**config.mk**
```make
export PLATFORM = sky130hd
export DESIGN_NAME = conv_encoder
export DESIGN_NICKNAME = d
export VERILOG_FILES = /design/src/rtl/conv_encoder.sv
export SDC_FILE = /design/constraint.sdc
export NUM_CORES = 1
export LEC_CHECK = 0
export ABC_CLOCK_PERIOD_IN_PS = 5300
export CORE_ASPECT_RATIO = 1.75
export CORE_UTILIZATION = 30
export DETAILED_ROUTE_END_ITERATION = 12
export GPL_ROUTABILITY_DRIVEN = 0
export PLACE_DENSITY = 0.5
export SLEW_MARGIN = 20
export SYNTH_ARGS = -nofsm -noshare
export SYNTH_HDL_FRONTEND = slang
export SYNTH_SLANG_ARGS = --single-unit
```
**constraint.sdc**
```tcl
create_clock -name clk -period 5.3 [get_ports clk]
set_clock_uncertainty 0.05 [all_clocks]
set_input_delay 0.53 -clock clk [delete_from_list [all_inputs] [get_ports clk]]
set_output_delay 0.53 -clock clk [all_outputs]
set_load 0.02 [all_outputs]
```
**src/rtl/conv_encoder.sv**
```systemverilog
// Rate-1/2, K=3 (7,5 octal) convolutional encoder with frame sequencing, zero-tail
// termination and a one-deep valid/ready symbol output register.
//
// state | meaning
// IDLE  | waiting for start; outputs quiet
// DATA  | accepting FRAME_LEN information bits
// TAIL  | flushing two zero bits to return the trellis to state 00
// DRAIN | waiting for the last tail symbol to be taken
module conv_encoder #(
  parameter int FRAME_LEN = 16,
  parameter int CNT_W     = 8
) (
  input  logic       clk,
  input  logic       rst,
  input  logic       start,
  input  logic       in_valid,
  input  logic       in_bit,
  output logic       in_ready,
  input  logic       sym_ready,
  output logic       sym_valid,
  output logic [1:0] sym_out,
  output logic [1:0] enc_state,
  output logic       busy,
  output logic       frame_done
);

  typedef enum logic [1:0] {IDLE, DATA, TAIL, DRAIN} state_e;

  localparam logic [CNT_W-1:0] LAST_IDX = CNT_W'(FRAME_LEN - 1);

  state_e           state_q, state_d;
  logic [1:0]       sreg_q, sreg_d;
  logic [CNT_W-1:0] cnt_q, cnt_d;
  logic             tail_q, tail_d;
  logic             sym_valid_q, sym_valid_d;
  logic [1:0]       sym_q, sym_d;
  logic             done_q, done_d;

  logic slot_free;
  logic accept;
  logic load;
  logic code_bit;

  assign slot_free = !sym_valid_q || sym_ready;
  assign in_ready  = (state_q == DATA) && slot_free;
  assign accept    = in_ready && in_valid;
  assign load      = accept || ((state_q == TAIL) && slot_free);
  // tail bits are zeros
  assign code_bit  = (state_q == DATA) ? in_bit : 1'b0;

  always_comb begin
    state_d     = state_q;
    sreg_d      = sreg_q;
    cnt_d       = cnt_q;
    tail_d      = tail_q;
    sym_valid_d = sym_valid_q;
    sym_d       = sym_q;
    done_d      = 1'b0;

    if (sym_valid_q && sym_ready) begin
      sym_valid_d = 1'b0;
    end

    // sreg = {s1,s0}; s0 is the most recent bit
    if (load) begin
      sym_d       = {code_bit ^ sreg_q[0] ^ sreg_q[1], code_bit ^ sreg_q[1]};
      sym_valid_d = 1'b1;
      sreg_d      = {sreg_q[0], code_bit};
    end

    case (state_q)
      IDLE: begin
        if (start) begin
          state_d = DATA;
          sreg_d  = 2'b00;
          cnt_d   = '0;
          tail_d  = 1'b0;
        end
      end
      DATA: begin
        if (accept) begin
          cnt_d = cnt_q + CNT_W'(1);
          if (cnt_q == LAST_IDX) begin
            state_d = TAIL;
            tail_d  = 1'b0;
          end
        end
      end
      TAIL: begin
        if (slot_free) begin
          tail_d = 1'b1;
          if (tail_q) begin
            state_d = DRAIN;
          end
        end
      end
      DRAIN: begin
        if (sym_valid_q && sym_ready) begin
          state_d = IDLE;
          done_d  = 1'b1;
        end
      end
      default: state_d = IDLE;
    endcase
  end

  always_ff @(posedge clk or negedge rst) begin
    if (!rst) begin
      state_q     <= IDLE;
      sreg_q      <= 2'b00;
      cnt_q       <= '0;
      tail_q      <= 1'b0;
      sym_valid_q <= 1'b0;
      sym_q       <= 2'b00;
      done_q      <= 1'b0;
    end else begin
      state_q     <= state_d;
      sreg_q      <= sreg_d;
      cnt_q       <= cnt_d;
      tail_q      <= tail_d;
      sym_valid_q <= sym_valid_d;
      sym_q       <= sym_d;
      done_q      <= done_d;
    end
  end

  assign sym_valid  = sym_valid_q;
  assign sym_out    = sym_q;
  assign enc_state  = sreg_q;
  assign busy       = (state_q != IDLE);
  assign frame_done = done_q;

endmodule

```
==> results <==
- The run finished with clean final reports.
- Measured along the y axis, the die boundary spans 81.69 um.
- Buffers added to address setup during post-CTS repair amount to 0.
- For the finished layout, the period the worst path requires is 2.865 ns.
- The net count of the finished layout is 148.
- Setup repair after global routing left no endpoint under its margin.
- Relative to the synthesized area, the layout overhead comes to 20.69%.
- The count of fill cells added during filler insertion is 384.
- The path type of the worst min-delay path is flip-flop to flip-flop.
- The routed length per instance is 13.84 um.
- After synthesis the netlist holds a flip-flop and latch count of 17.
- The region available for standard cell placement spans 3433 um2.
- The final non-filler cell area is 1314 um2.
- Counting the buffers created by CTS gives 3.
- Together, buffers and inverters on the worst path number 2.
- The relative max-transition margin is 43.99%.
- Data on the critical path is required at its endpoint by 4.72 ns.
- Setup total negative slack on the finished layout was measured at 0 ns.
- The predominant post-synthesis flop cell is sky130_fd_sc_hd__dfrtp_1.
- The delay of the slowest cell on the worst path is 0.67 ns.
- The signal on the critical path passes through inv_1, ha_1, and2_1, clkdlybuf4s50_1.
- In this run, post-CTS repair resized a total of 0 instances.
- The maximum clock rate is 349.0 MHz.
- The length of the first detailed-routing pass in iterations is 4.
- Synthesis produced a netlist with a net count of 132.
- After technology mapping, the gate count stands at 119.
- The highest-delay cell along the critical path is sky130_fd_sc_hd__ha_1.
- The DRC violation count after routing is 0.
- The maximum clock insertion buffer count is 2.
- The library cell used as clock root buffer is sky130_fd_sc_hd__clkbuf_8.
- The number of different library cells in the post-synthesis netlist is 39.
- Ranked by total cell area, the synthesized netlist is headed by sky130_fd_sc_hd__dfrtp_1, sky130_fd_sc_hd__ha_1, sky130_fd_sc_hd__nand3_1.
- The count of antenna diodes in the layout is 0.
- In this run the cell area measured after placement is 1267 um2.
- For this run, the register share of the synthesized area comes to 39.08%.
- By count the netlist is led by sky130_fd_sc_hd__dfrtp_1, sky130_fd_sc_hd__nand2_1, sky130_fd_sc_hd__nor2_1.
- The critical path class is flip-flop to output port.
- The first routing iteration left 22 violations.
- The library cell occupying the most area in the post-synthesis netlist is sky130_fd_sc_hd__dfrtp_1.
- The max capacitance violation total is 0.
- The initial core utilization is 31.71%.
- The measured slew at the worst slew-check pin is 0.8375 ns.
- On the critical path the largest part of the delay comes from buffers and inverters.
- Once detailed placement completed, the half-perimeter wirelength came to 1.846 mm.
- The critical path startpoint category is a flip-flop.
- The leading cell type by number of instances after synthesis is sky130_fd_sc_hd__dfrtp_1.
- The number of hold buffers added after cts is 0.
- The wire length of the first global-routing pass is 4.050 mm.
- The leakage power total is 0.5629 nW.
- The count of warnings emitted by yosys is 0.
- The maximum number of pins on one net before global-route repair is 25.
- The endpoint class of the critical path is an output port.
- In the synthesized netlist the async set-or-reset flop fraction comes to 100.0%.
- The period utilization is 54.06%.
- The post-synthesis area per instance is 9.147 um2.
- The number of hold violations in the final report was 0.
- After synthesis the cells add up to 1089 um2.
- The number of setup violations in the final report is 0.
- The fraction of layout cells with a size suffix above 1 is 9.701%.
- The width of the die is 47.54 um.
- The vias per cell is 5.128.
- The number of vias after detailed routing is 918.
- The initial antenna violation count is 0.
- Of all nets on the critical path, the largest fanout is 24.
- Yosys mapped a number of flops with a built-in enable equal to 0.
- The clock reaches the later pin of the worst-skew pair after 0.25 ns.
- The total wire length is 2.477 mm.
- The count of standard-cell rows is 28.
- The H-tree depth is 1.
- The max-slew violation count is 0.
- The final antenna-violating net count is 0.
- The overall fraction of global-route tracks in use is 14.65%.
- Power spread over the standard cell area amounts to 444.4 nW/um2.
- The sink count of the clock tree is 17.
- The number of global-route vias before repair was 913.
- The TritonCTS clock tree is yes.
- The die covers 3883 um2.
- Data arrives at the worst endpoint at 2.29 ns.
- After global routing the overflow that remains totals 0.
- The number of placed I/O pins is 14.
- The clock-pin slew on the worst setup and hold paths is 0.07 ns.
- Across the VDD grid, the largest voltage drop is 0.1918 mV.
- The count of buffers inserted at the top-level ports is 13.
- The area fraction of the dominant cell type after synthesis is 39.08%.
-- cell usage in the layout (no fill, tap or decap), types with 2 or more instances in the layout --
master,instances
sky130_fd_sc_hd__a21o_1,2
sky130_fd_sc_hd__a21oi_1,6
sky130_fd_sc_hd__a22o_1,3
sky130_fd_sc_hd__clkbuf_8,3
sky130_fd_sc_hd__clkdlybuf4s50_1,13
sky130_fd_sc_hd__dfrtp_1,17
sky130_fd_sc_hd__ha_1,7
sky130_fd_sc_hd__inv_1,4
sky130_fd_sc_hd__mux2_2,3
sky130_fd_sc_hd__mux2i_1,3
sky130_fd_sc_hd__nand2_1,12
sky130_fd_sc_hd__nand2b_1,3
sky130_fd_sc_hd__nand3_1,9
sky130_fd_sc_hd__nand4_1,3
sky130_fd_sc_hd__nor2_1,12
sky130_fd_sc_hd__nor3_1,4
sky130_fd_sc_hd__o21ai_0,4
sky130_fd_sc_hd__or3_1,3
-- worst register-to-register path, cell delays in order, from the launching register on --
cell and delay, ns:
sky130_fd_sc_hd__dfrtp_1 0.42, sky130_fd_sc_hd__inv_1 0.12, sky130_fd_sc_hd__ha_1 0.67, sky130_fd_sc_hd__a21oi_1 0.18
sky130_fd_sc_hd__nor2_1 0.37, sky130_fd_sc_hd__mux2_2 0.38
-- stage by stage --
step	hold slack [ns]	setup WS [ns]	utilization, %	cells	power (mW)
3_5_place_dp	0.4513	2.624	36.92	175	0.4897
3_3_place_gp	0.4440	2.652	36.92	175	0.4829
4_1_cts	0.4681	2.383	38.27	179	0.5924
5_1_grt	0.4798	2.272	38.27	179	0.6337
2_1_floorplan	0.1844	3.186	-	119	0.4045
6_report	0.4587	2.435	38.27	179	0.5838
-- power by group --
| part | internal [mW] | leakage, nW | switching (mW) |
|---|---|---|---|
| Clock | 0.0522 | 0.0255 | 0.0473 |
| Sequential | 0.169 | 0.205 | 0.0466 |
| Combinational | 0.130 | 0.332 | 0.138 |
-- metal layers --
layer | GRT usage, % | part of all wire (%) | up-vias
li1 | - | - | 459
met1 | 16.99 | 43 | 449
met2 | 24.66 | 54 | 8
met3 | 2.198 | 2.1 | 2
met4 | 7.778 | 1.3 | 0
met5 | 0 | 0 | -
-- flip-flops by register name, summed over array words and instances (netlist names) --
signal,count
cnt_q,8
tail_q,1
sym_out,2
frame_done,1
sym_valid,1
enc_state,2
state_q,2
-- cell families (layout without fill, tap and decap cells) --
family | Yosys count | after routing | synth area share (%)
simple gates | 57 | 57 | 27.70
compound gates | 23 | 23 | 14.60
mux | 7 | 7 | 6.896
buf+inv | 6 | 21 | 2.069
xor+xnor | 2 | 2 | 1.609
flops | 17 | 17 | 39.08
fa+ha+maj | 7 | 7 | 8.046
-- worst paths after layout --
path / start / to / slack (ns) / cells past startpoint
min in group asynchronous: rst / sym_out[1] / 0.71 / 1
max: state_q[1] / in_ready / 2.43 / 4
max in group asynchronous: rst / cnt_q[4] / 3.98 / 1
min reg2reg: sym_out[1] / sym_out[1] / 0.46 / 1
max reg2reg: state_q[1] / sym_out[1] / 3.01 / 5
min: sym_out[1] / sym_out[1] / 0.46 / 1
-- area by class of cell --
cell class	count	area (um2)	area share, %
clock inverters	1	5.005	0.3810
inverters	4	15.01	1.143
flip-flops and latches	17	425.4	32.38
clock buffers	3	41.29	3.143
well taps	45	56.30	4.286
repair buffers	13	130.1	9.905
multi-input cells	96	640.6	48.76
(Power assumes the default switching activity.)
